## src/rtl/ram_rmw_ctrl_if.sv

```systemverilog
// Command/response bundle for ram_rmw_ctrl: valid/ready command in, read data and status out.
interface ram_rmw_ctrl_if #(
   parameter int unsigned DW  = 16,
   parameter int unsigned ADW = 4
);
   logic           cmd_valid;
   logic           cmd_ready;
   logic [1:0]     cmd;
   logic [ADW-1:0] addr;
   logic [DW-1:0]  din;
   logic [DW-1:0]  dout;
   logic           dout_valid;
   logic           dout_ovf;
   logic           init_busy;

   modport master (
      output cmd_valid, cmd, addr, din,
      input  cmd_ready, dout, dout_valid, dout_ovf, init_busy
   );

   modport slave (
      input  cmd_valid, cmd, addr, din,
      output cmd_ready, dout, dout_valid, dout_ovf, init_busy
   );
endinterface

```

## src/rtl/ram_rmw_ctrl.sv

```systemverilog
// Single-port RAM with write, read and atomic fetch-and-add, a configurable read pipeline
// and a post-reset clear sweep.
module ram_rmw_ctrl #(
   parameter int unsigned DW     = 16,
   parameter int unsigned ADW    = 4,
   parameter int unsigned RD_LAT = 1
) (
   input logic           clk,
   input logic           rst_n,
   ram_rmw_ctrl_if.slave bus
);

   localparam int unsigned DEPTH = 2 ** ADW;

   localparam logic [1:0] ST_INIT   = 2'd0;
   localparam logic [1:0] ST_IDLE   = 2'd1;
   localparam logic [1:0] ST_RMW_WR = 2'd2;

   localparam logic [1:0] CMD_WR  = 2'b10;
   localparam logic [1:0] CMD_RD  = 2'b01;
   localparam logic [1:0] CMD_RMW = 2'b11;

   logic [1:0]        r_state;
   logic [ADW-1:0]    r_cnt;
   logic [ADW-1:0]    r_addr;
   logic [DW-1:0]     r_old;
   logic [DW-1:0]     r_din;
   logic [DW-1:0]     r_mem [DEPTH];

   logic [RD_LAT-1:0] r_pv;
   logic [RD_LAT-1:0] r_po;
   logic [DW-1:0]     r_pd [RD_LAT];

   logic              w_ready;
   logic              w_accept;
   logic              w_wr;
   logic              w_rd;
   logic              w_rmw;
   logic [DW:0]       w_sum;
   logic              w_st1_v;
   logic [DW-1:0]     w_st1_d;
   logic              w_st1_o;

   assign w_ready  = (r_state == ST_IDLE);
   assign w_accept = bus.cmd_valid & w_ready;
   assign w_wr     = w_accept & (bus.cmd == CMD_WR);
   assign w_rd     = w_accept & (bus.cmd == CMD_RD);
   assign w_rmw    = w_accept & (bus.cmd == CMD_RMW);
   assign w_sum    = {1'b0, r_old} + {1'b0, r_din};

   always_ff @(posedge clk or negedge rst_n) begin
      if (!rst_n) begin
         r_state <= ST_INIT;
         r_cnt   <= '0;
         r_addr  <= '0;
         r_old   <= '0;
         r_din   <= '0;
      end else begin
         case (r_state)
            ST_INIT: begin
               r_cnt <= r_cnt + 1'b1;
               if (&r_cnt) r_state <= ST_IDLE;
            end
            ST_IDLE: begin
               if (w_rmw) begin
                  r_old   <= r_mem[bus.addr];
                  r_addr  <= bus.addr;
                  r_din   <= bus.din;
                  r_state <= ST_RMW_WR;
               end
            end
            ST_RMW_WR: r_state <= ST_IDLE;
            default:   r_state <= ST_INIT;
         endcase
      end
   end

   // Storage has no reset; the async state reset forces INIT so a pending RMW never writes back.
   always_ff @(posedge clk) begin
      if (r_state == ST_INIT) begin
         r_mem[r_cnt] <= '0;
      end else if (w_wr) begin
         r_mem[bus.addr] <= bus.din;
      end else if (r_state == ST_RMW_WR) begin
         r_mem[r_addr] <= w_sum[DW-1:0];
      end
   end

   always_comb begin
      w_st1_v = 1'b0;
      w_st1_d = '0;
      w_st1_o = 1'b0;
      if (w_rd) begin
         w_st1_v = 1'b1;
         w_st1_d = r_mem[bus.addr];
      end else if (r_state == ST_RMW_WR) begin
         w_st1_v = 1'b1;
         w_st1_d = r_old;
         w_st1_o = w_sum[DW];
      end
   end

   // Data only moves with a valid token so the output stage holds its last result.
   always_ff @(posedge clk or negedge rst_n) begin
      if (!rst_n) begin
         r_pv <= '0;
         r_po <= '0;
         for (int i = 0; i < RD_LAT; i++) r_pd[i] <= '0;
      end else begin
         r_pv[0] <= w_st1_v;
         if (w_st1_v) begin
            r_pd[0] <= w_st1_d;
            r_po[0] <= w_st1_o;
         end
         for (int i = 1; i < RD_LAT; i++) begin
            r_pv[i] <= r_pv[i-1];
            if (r_pv[i-1]) begin
               r_pd[i] <= r_pd[i-1];
               r_po[i] <= r_po[i-1];
            end
         end
      end
   end

   assign bus.cmd_ready  = w_ready;
   assign bus.init_busy  = (r_state == ST_INIT);
   assign bus.dout       = r_pd[RD_LAT-1];
   assign bus.dout_valid = r_pv[RD_LAT-1];
   assign bus.dout_ovf   = r_po[RD_LAT-1];

endmodule
```

## src/flat_wrapper.sv

```systemverilog
// flat-port wrapper written by rule: the top's interface ports become plain ports
module ram_rmw_ctrl_flat 
#(
   parameter int unsigned DW     = 16,
   parameter int unsigned ADW    = 4,
   parameter int unsigned RD_LAT = 1
)
  (clk, rst_n, bus_cmd_valid, bus_cmd, bus_addr, bus_din, bus_cmd_ready, bus_dout, bus_dout_valid, bus_dout_ovf, bus_init_busy);
  ram_rmw_ctrl_if #(.DW(DW), .ADW(ADW)) bus_i ();
  input logic clk;
  input logic rst_n;
  input wire logic [$bits(bus_i.cmd_valid)-1:0] bus_cmd_valid;
  input wire logic [$bits(bus_i.cmd)-1:0] bus_cmd;
  input wire logic [$bits(bus_i.addr)-1:0] bus_addr;
  input wire logic [$bits(bus_i.din)-1:0] bus_din;
  output wire logic [$bits(bus_i.cmd_ready)-1:0] bus_cmd_ready;
  output wire logic [$bits(bus_i.dout)-1:0] bus_dout;
  output wire logic [$bits(bus_i.dout_valid)-1:0] bus_dout_valid;
  output wire logic [$bits(bus_i.dout_ovf)-1:0] bus_dout_ovf;
  output wire logic [$bits(bus_i.init_busy)-1:0] bus_init_busy;
  assign bus_i.cmd_valid = bus_cmd_valid;
  assign bus_i.cmd = bus_cmd;
  assign bus_i.addr = bus_addr;
  assign bus_i.din = bus_din;
  assign bus_cmd_ready = bus_i.cmd_ready;
  assign bus_dout = bus_i.dout;
  assign bus_dout_valid = bus_i.dout_valid;
  assign bus_dout_ovf = bus_i.dout_ovf;
  assign bus_init_busy = bus_i.init_busy;
  ram_rmw_ctrl #(.DW(DW), .ADW(ADW), .RD_LAT(RD_LAT)) u_core (.clk(clk), .rst_n(rst_n), .bus(bus_i));
endmodule
```

## config.mk

```make
export PLATFORM = sky130hd
export DESIGN_NAME = ram_rmw_ctrl_flat
export DESIGN_NICKNAME = d
export VERILOG_FILES = /design/src/rtl/ram_rmw_ctrl_if.sv /design/src/rtl/ram_rmw_ctrl.sv /design/src/flat_wrapper.sv
export SDC_FILE = /design/constraint.sdc
export NUM_CORES = 1
export LEC_CHECK = 0
export BUFFER_PORTS_ARGS = -buffer_cell sky130_fd_sc_hd__buf_2
export CAP_MARGIN = 5
export CORE_ASPECT_RATIO = 0.6
export CORE_UTILIZATION = 45
export DETAILED_ROUTE_END_ITERATION = 6
export SYNTH_ARGS = -nofsm -noshare
export SYNTH_HDL_FRONTEND = slang
export SYNTH_SLANG_ARGS = --single-unit
```

## constraint.sdc

```tcl
create_clock -name clk -period 5.6 [get_ports clk]
set_input_delay 0.28 -clock clk [delete_from_list [all_inputs] [get_ports clk]]
set_output_delay 0.28 -clock clk [all_outputs]
set_load 0.01 [all_outputs]
```

=== Word-level counts from Yosys, hierarchy flattened ===
Memory sizes are Yosys's and may differ from the RTL's.
Cells that the tools add are included.

* Reductions and logical operators: 6
* Div/mod/pow operators: 0
* Eq/ne operators: 7
* Multiply operators: 0
* Shift operators: 0
* $add $sub $neg: 2
* Bitwise logic cells: 4
* $lt $le $gt $ge: 0
* Mux-type cells: 23

{| class="wikitable"
|+ Operator list
! cell !! number
|-
| 2-to-1 mux 16 bit || 4
|-
| OR reduction 16 bit || 2
|-
| adder 16 x 16 -> 17 bit || 1
|-
| 2-to-1 mux 1 bit || 14
|-
| 2-to-1 mux 4 bit || 2
|-
| equality test 2 bit, second input constant || 3
|-
| case mux 2 bit (3 select lines) || 1
|-
| adder 4 x 1 -> 4 bit, second input constant || 1
|-
| bitwise AND 1 bit || 4
|-
| equality test 2 x 1 -> 1 bit, second input constant || 2
|-
| 2-to-1 mux 2 bit || 2
|-
| AND reduction 2 bit || 2
|-
| AND reduction 4 bit || 1
|-
| zero test 2 bit || 1
|-
| inequality test 2 x 1 -> 1 bit, second input constant || 1
|-
| inequality test 2 bit, second input constant || 1
|}

* Memory bits (read-only): 0
* Bits in latches: 0
* Memories kept: 1
* Input port bits: 25
* Output and inout port bits: 20
* Logic and storage cells: 51
* RAM bits: 256
* Register bits after elaboration: 60

{| class="wikitable"
|+ Memory list
! name !! depth !! width !! rd ports !! clocked after memory_dff !! write ports !! RTL line !! source
|-
| u_core.r_mem || 16 || 16 || 1 || 0 || 1 || ram_rmw_ctrl.sv:28 || <nowiki>logic [DW-1:0] r_mem [DEPTH];</nowiki>
|}

=== Longest topological paths before layout ===
Gate-level depths: netlist of run 1.

* Depth in word-level cells: 9
* Depth in mapped cells: 8
* Mapped depth without buffers: 7

=== Worst setup path before layout of run 1 ===
Ideal clock, no wire load.

* Path kind: register to register
* Start point: register u_core.r_old[0], read port of u_core.r_mem
* End point: memory u_core.r_mem[0][10] (data pin)
* Slack: 2634 ps
* Library setup time: 330 ps
* Cell stages (with the launch flop): 8
* Path buffers: 0
* Required time: 5270 ps
* Arrival time: 2636 ps
* Clock period less this slack: 2966 ps
* Cell sequence: dfrtp_1 -> ha_1 -> fa_1 -> a21o_1 -> a221oi_1 -> o31ai_1 -> xnor2_1 -> o21ai_0

* Cells in the longest elaborated chain, start to end: 2

{| class="wikitable"
|+ Ends and longest elaborated chain
! what !! RTL line !! source
|-
| from (decl) || ram_rmw_ctrl.sv:26 || <nowiki>logic [DW-1:0] r_old;</nowiki>
|-
| adder 16 x 16 -> 17 bit || ram_rmw_ctrl.sv:49 || <nowiki>assign w_sum = {1'b0, r_old} + {1'b0, r_din};</nowiki>
|-
| 2-to-1 mux 16 bit (no line) || - ||
|-
| to (decl) || ram_rmw_ctrl.sv:28 ||
|}

Every way passes these cells.

=== Worst setup path after layout of run 1 ===
* Start point: register u_core.r_state[0]
* End point: register u_core.r_old[0], read port of u_core.r_mem

* Cells in the longest elaborated chain, start to end: 4

{| class="wikitable"
|+ Ends and longest elaborated chain
! what !! RTL line !! source
|-
| from (decl) || ram_rmw_ctrl.sv:23 || <nowiki>logic [1:0] r_state;</nowiki>
|-
| from (signal assigned) || ram_rmw_ctrl.sv:53 || <nowiki>r_state <= ST_INIT;</nowiki>
|-
| from (signal assigned) || ram_rmw_ctrl.sv:62 || <nowiki>if (&r_cnt) r_state <= ST_IDLE;</nowiki>
|-
| from (signal assigned) || ram_rmw_ctrl.sv:69 || <nowiki>r_state <= ST_RMW_WR;</nowiki>
|-
| equality test 2 x 1 -> 1 bit * || ram_rmw_ctrl.sv:44, ram_rmw_ctrl.sv:59 ||
|-
| bitwise AND 1 bit || ram_rmw_ctrl.sv:45 || <nowiki>assign w_accept = bus.cmd_valid & w_ready;</nowiki>
|-
| bitwise AND 1 bit || ram_rmw_ctrl.sv:48 || <nowiki>assign w_rmw = w_accept & (bus.cmd == CMD_RMW);</nowiki>
|-
| AND reduction 2 bit (no line) * || - ||
|}

Mark *: on every way between the ends. The rest lies on a longest branch, timed or not.
A chain may end at the register's enable or synchronous reset.

==> flow_metrics.py, run 1 <==
metrics = {
    "run_status": {
        "status": "complete, no violations",
    },
    "grt": {
        "grt_pass1_vias": 7683,
        "antenna_found_initial": 2,
        "grt_use_total": 0.233,
        "grt-ovfl-total": 0,
        "grt_max_degree": 61,
        "grt_pass1_wl_microns": 50300,
    },
    "drt": {
        "firstDrtPassIters": 6,
        "drt_iter0_markers": 916,
        "viasPerCell": 6.16,
        "drt_wl_total_microns": 34000,
        "antenna_left": 0,
        "vias": 7669,
        "wl_per_cell_microns": 27.3,
        "drc": 0,
    },
    "clocking": {
        "cts.sinks": 316,
        "cts_buffers": 30,
        "cts_max_level": 1,
        "cts_tree": "yes",
        "cts_root_buffer": "clkbuf_16",
        "path_clk_slew_ns": 0.08,
        "clk_latency_ns": 0.58,
        "post_cts_resized": 0,
        "post_cts_buffers": 0,
        "clockBufferDepth": 3,
    },
    "setup_path": {
        "worstSetupPathType": "flip-flop to flip-flop",
        "cp-end-kind": "flip-flop",
        "start_kind": "flip-flop",
        "arrival_ns": 3.96,
        "r2r_start": "u_core.r_state[0]",
        "r2r_slack_ns": 2.15,
        "path_cells": "and3b_1, nand3_2, nor2_1, a221o_1",
        "reg2regPathDepth": 4,
        "required_ns": 6.10,
        "r2r_end": "u_core.r_old[0]",
        "slowest_delay_ns": 1.42,
        "worst-path-buf-inv": 0,
        "cp_max_fo": 38,
        "crit_slowest_cell": "nor2_1",
        "critical-path-top-delay-family": "simple AND/OR/NAND/NOR gates",
    },
    "die": {
        "rows": 48,
        "die_h_microns": 135,
        "start_util": 0.458,
        "pin_count": 45,
        "dieArea_sq_um": 30000,
        "die_width_microns": 223,
        "core_sq_um": 28800,
    },
    "sta": {
        "skew_ns": 0.0149,
        "rsz0062_at_grt": "false",
        "fin_crit_ns": 3.45,
        "slew_headroom": 0.0613,
        "period_share": 0.616,
        "final_hold_viol_count": 0,
        "fin_ws_ns": 2.15,
        "setup_viol": 0,
        "fin_tns_setup_ns": 0,
        "slew_violations": 0,
        "hold_slack_ns": 0.223,
        "max_freq_mhz": 290,
        "worstMarginPinSlew_ns": 1.40,
    },
    "synthesis": {
        "synth_edf_count": 256,
        "syn_inst": 753,
        "ys.flop_type": "edfxtp_1",
        "ys_types": 49,
        "ys_ff_latch": 316,
        "syn_avg_cell_area_sq_um": 17.5,
        "synth_area_sq_um": 13200,
        "syn_nets": 796,
        "yosysWarnings": 0,
        "ys_seq_area_frac": 0.697,
        "async_flop_share": 0.190,
    },
    "pwr": {
        "switching_power_mw": 2.35,
        "peakVddDrop_v": 0.000275,
        "combPwrFrac": 0.259,
        "p_sw_frac": 0.317,
        "power.leakage_nw": 5.47,
        "pwr-share-seq": 0.459,
        "p_per_area_nw_per_um2": 489,
        "clkPwrFrac": 0.282,
        "internal-power_mw": 5.06,
        "power_mw": 7.41,
    },
    "layout": {
        "layout-drive-gt1-share": 0.261,
        "num_antenna_cells": 0,
        "finalNetCount": 888,
        "stdcell_count": 1244,
        "syn_to_final_growth_pct": 15.0,
    },
    "place": {
        "io_buffers": 44,
        "gp_congestion": 0.878,
        "dp_hpwl_microns": 21700,
        "pre_cts_ws_ns": 2.23,
        "placedCellCount": 1171,
    },
    "run": {
        "drv_cap": 0,
    },
    "min_path": {
        "hold_depth": 5,
        "min_from": "bus_cmd[1]",
        "hold_end": "u_core.bus.dout_ovf",
        "hold_path_class": "primary input to flip-flop",
    },
}
registers in the layout, indices dropped and copies added, names as in the netlist:
name / count
u_core.r_mem: 256
u_core.r_din: 16
u_core.r_state: 2
u_core.r_cnt: 4
u_core.r_old: 16
u_core.r_addr: 4
u_core.bus.dout: 16
u_core.bus.dout_ovf: 1
u_core.bus.dout_valid: 1
power groups by stage:
stage	sequential (mW)	clock (mW)	combinational, mW
floorplan	3.35	0	1.25
global placement	3.42	0	1.84
detailed placement	3.44	0	1.89
CTS	3.40	2.11	1.91
global route	3.44	2.21	2.08
finish	3.40	2.09	1.91
kinds of logic after synthesis:
kind of cell               synth area share
AOI/OAI and AO/OA                    0.0662
muxes                                 0.154
DFF                                   0.697
adders and majority gates            0.0177
buffers and inverters                0.0140
and+or+nand+nor                      0.0440
xor gates and xnor gates            0.00731
layout by cell type, fill, tap and decap left out, types with 3 or more instances in the layout:
cell	synthesis	final
o21bai_1	3	3
mux4_2	64	64
o21ai_0	28	28
o211ai_1	9	9
nand2_1	37	37
o21a_1	3	3
ha_1	17	17
clkbuf_16	0	30
buf_4	1	35
a21oi_1	18	18
buf_2	13	43
mux2i_1	18	18
nand3_1	7	6
xnor2_1	6	6
dfrtp_1	60	60
bufinv_16	0	4
dlygate4sd3_1	0	17
a221oi_1	3	3
a211oi_1	4	4
inv_1	7	7
clkinvlp_4	0	3
clkinv_1	0	10
xor2_1	5	5
nor2_1	47	47
a222oi_1	11	11
edfxtp_1	256	256
nand2b_1	7	7
a21o_1	6	6
and2_1	3	3
and3_1	3	3
a22oi_1	6	6
a31oi_1	5	5
a221o_1	16	16
nor3_1	6	6
nand4_1	3	3
clkinv_2	0	4
mux2_2	36	36
how the worst max path moves through the flow:
stage | start | endpoint | slack [ns] | depth (start not counted)
after floorplan | u_core.r_old[0] | u_core.r_mem[0][10] | 2.63 | 7
after global placement | u_core.r_state[0] | u_core.r_old[0] | 2.32 | 4
after detailed placement | u_core.r_state[0] | u_core.r_old[2] | 2.23 | 4
after CTS | u_core.r_state[0] | u_core.r_old[2] | 2.24 | 4
after global routing | u_core.r_state[0] | u_core.r_old[0] | 1.98 | 4
final | u_core.r_state[0] | u_core.r_old[0] | 2.15 | 4
Yosys cell counts, types with 6 or more instances:
| cell | number | share of area |
|---|---|---|
| xnor2_1 | 6 | 0.0040 |
| ha_1 | 17 | 0.016 |
| clkbuf_1 | 17 | 0.0048 |
| a221o_1 | 16 | 0.012 |
| a21oi_1 | 18 | 0.0068 |
| nand2b_1 | 7 | 0.0033 |
| nor3_1 | 6 | 0.0023 |
| a21o_1 | 6 | 0.0034 |
| a22oi_1 | 6 | 0.0034 |
| nand2_1 | 37 | 0.011 |
| a222oi_1 | 11 | 0.0084 |
| mux2i_1 | 18 | 0.014 |
| nor2_1 | 47 | 0.013 |
| buf_2 | 13 | 0.0049 |
| inv_1 | 7 | 0.0020 |
| o21ai_0 | 28 | 0.011 |
| nand3_1 | 7 | 0.0027 |
| mux4_2 | 64 | 0.11 |
| edfxtp_1 | 256 | 0.58 |
| o211ai_1 | 9 | 0.0051 |
| mux2_2 | 36 | 0.031 |
| dfrtp_1 | 60 | 0.11 |
area by class of cell:
cell class	instances	area [sq um]
Clock buffer	32	758
Fill cell	2301	13600
Inverter	7	26.3
Clock inverter	24	248
Tap cell	375	469
Multi-Input combinational cell	395	3820
Timing Repair Buffer	95	648
Sequential cell	316	9190
stage by stage:
| step | utilization | instance area (sq um) |
|---|---|---|
| 5_1_grt | 0.527 | 15200 |
| 4_1_cts | 0.527 | 15200 |
| 6_report | 0.527 | 15200 |
| 3_5_place_dp | 0.486 | 14000 |
| 2_1_floorplan | - | 13200 |
| 3_3_place_gp | 0.486 | 14000 |
worst reg2reg max path: cells and delay by family, from the launching register on:
| family | cells | cell delay (ns) |
|---|---|---|
| AND/OR/NAND/NOR | 3 | 2.54 |
| AO/OA/AOI/OAI | 1 | 0.31 |
| flip-flops | 1 | 0.53 |
routing by layer:
metal	routed length (microns)	GRT usage	vias to the layer above	share of wire
li1	-	-	3240	-
met1	15200	0.359	4006	0.45
met2	14700	0.334	372	0.43
met3	3450	0.0579	51	0.10
met4	653	0.0513	0	0.019
met5	0	0	-	0
repair_timing:
| action | in CTS | in global routing |
|---|---|---|
| setup endpoints to repair | 0 | 0 |
| endpoints found under the hold margin | 76 | 0 |
| hold buffers | 17 | 0 |
Note: power is estimated with default switching activity, not from simulation.
==> inputs of run 2 (changes only) <==
- clock period: 5.6 -> 3.62 ns (I/O delays scaled with it)
==> run 2 against run 1 <==
Against the previous run: sequential power up 54%; via count down 1.0%; clock power up 55%; final area up 1.0%; die area unchanged; first-iteration DRC count down 1.1%; count of clock-buffer cells in the layout up 4; hold slack worse by 0.014 ns; worst setup slack worse by 1.7 ns; core utilization up 0.55 points; highest routed layer unchanged.
==> flow_metrics.py, run 2 (synthesis gave the netlist of run 1 again) <==
metrics = {
    "die": {
        "die_width_microns": 223,
        "start_util": 0.458,
        "dieArea_sq_um": 30000,
        "core_sq_um": 28800,
        "rows": 48,
        "pin_count": 45,
        "die_h_microns": 135,
    },
    "sta": {
        "final_hold_viol_count": 0,
        "fin_crit_ns": 3.14,
        "period_share": 0.867,
        "max_freq_mhz": 319,
        "hold_slack_ns": 0.209,
        "slew_violations": 0,
        "setup_viol": 0,
        "slew_headroom": 0.466,
        "fin_tns_setup_ns": 0,
        "rsz0062_at_grt": "false",
        "worstMarginPinSlew_ns": 0.799,
        "skew_ns": 0.0272,
    },
    "clocking": {
        "cts.sinks": 316,
        "cts_tree": "yes",
        "cts_max_level": 1,
        "cts_buffers": 30,
        "cts_root_buffer": "clkbuf_16",
        "post_cts_buffers": 0,
        "clockBufferDepth": 3,
        "clk_latency_ns": 0.59,
        "path_clk_slew_ns": 0.07,
    },
    "setup_path": {
        "cp_max_fo": 16,
        "worstSetupPathType": "flip-flop to flip-flop",
        "required_ns": 3.86,
        "r2r_end": "u_core.r_mem[3][12]",
        "cp-end-kind": "flip-flop",
        "path_cells": "ha_1, fa_1, a21o_1, a221oi_1, nand4_1, and3_1, a211o_1",
        "slowest_delay_ns": 0.59,
        "r2r_start": "u_core.r_old[0]",
        "r2r_slack_ns": 0.48,
        "start_kind": "flip-flop",
        "reg2regPathDepth": 7,
        "crit_slowest_cell": "a221oi_1",
        "arrival_ns": 3.38,
    },
    "drt": {
        "drt_wl_total_microns": 33000,
        "drc": 0,
        "drt_iter0_markers": 906,
        "viasPerCell": 6.01,
        "wl_per_cell_microns": 26.1,
        "vias": 7590,
        "antenna_left": 0,
        "firstDrtPassIters": 5,
    },
    "layout": {
        "finalNetCount": 906,
        "regMostFlops": "u_core.r_mem",
        "postLayoutCoreUtil": 0.532,
        "fin_area_sq_um": 15300,
        "num_antenna_cells": 0,
        "layout-drive-gt1-share": 0.278,
        "syn_to_final_growth_pct": 16.2,
        "largest_reg_flops": 256,
        "final_common_cell": "edfxtp_1",
        "final_cell_mix": "edfxtp_1, mux4_2, dfrtp_1",
    },
    "run_status": {
        "status": "complete, no violations",
    },
    "run": {
        "drv_cap": 0,
    },
    "min_path": {
        "hold_path_class": "primary input to async pin",
    },
    "grt": {
        "grt_pass1_vias": 7584,
        "grt_use_total": 0.226,
        "antenna_found_initial": 0,
        "grt-ovfl-total": 0,
        "grt_max_degree": 39,
        "grt_pass1_wl_microns": 49300,
    },
    "place": {
        "io_buffers": 44,
        "dp_hpwl_microns": 22200,
        "placed_area_sq_um": 14100,
        "gp_congestion": 0.929,
    },
    "pwr": {
        "peakVddDrop_v": 0.000308,
        "p_per_area_nw_per_um2": 751,
        "power_mw": 11.5,
        "power.leakage_nw": 5.57,
    },
}
[run 2: cell type report]
type	instances	area, sq um
Tap cell	375	469
Inverter	7	26.3
Fill cell	2287	13500
Clock inverter	20	234
Timing Repair Buffer	113	796
Clock buffer	36	783
Multi-Input combinational cell	395	3820
Sequential cell	316	9190
[run 2: layer usage]
metal / GRT usage / vias up / part of all wire / wire length, microns
met1: 0.349 / 3973 / 0.47 / 15500
met3: 0.0542 / 44 / 0.077 / 2550
li1: - / 3271 / - / -
met4: 0.0533 / 0 / 0.020 / 668
met5: 0 / - / 0 / 0
met2: 0.323 / 302 / 0.43 / 14200
[run 2: worst max-delay path, delay by kind of cell (launching register included)]
kind / cells / cell delay (ns)
fa+ha+maj: 2 / 0.66
simple gates: 2 / 0.49
compound gates: 3 / 1.26
flops: 1 / 0.41
[run 2: worst max-delay path by stage]
stage          depth (start not counted)             from                    to  slack [ns]
6_report                               7  u_core.r_old[0]   u_core.r_mem[3][12]        0.48
5_1_grt                                7  u_core.r_old[0]   u_core.r_mem[8][12]        0.37
4_1_cts                                7  u_core.r_old[0]   u_core.r_mem[0][12]        0.48
3_5_place_dp                           7  u_core.r_old[0]  u_core.r_mem[15][12]        0.49
3_3_place_gp                           7  u_core.r_old[0]  u_core.r_mem[14][12]        0.59
2_1_floorplan                          7  u_core.r_old[0]   u_core.r_mem[0][10]        0.65
[run 2: what timing repair did]
action                    in CTS  in global routing
hold buffers                  17                  0
resized for setup              0                  0
hold endpoints to repair      45                  0
[run 2: stage by stage]
stage	setup slack, ns	cells
final	0.483	1262
after global routing	0.375	1262
after CTS	0.477	1262
after detailed placement	0.492	1189
after global placement	0.594	1189
after floorplan	0.654	753
[run 2: report_power, final]
part           internal (mW)  switching (mW)
sequential              4.83           0.413
clock                   1.84            1.39
combinational           1.22            1.81
total                   7.89            3.62
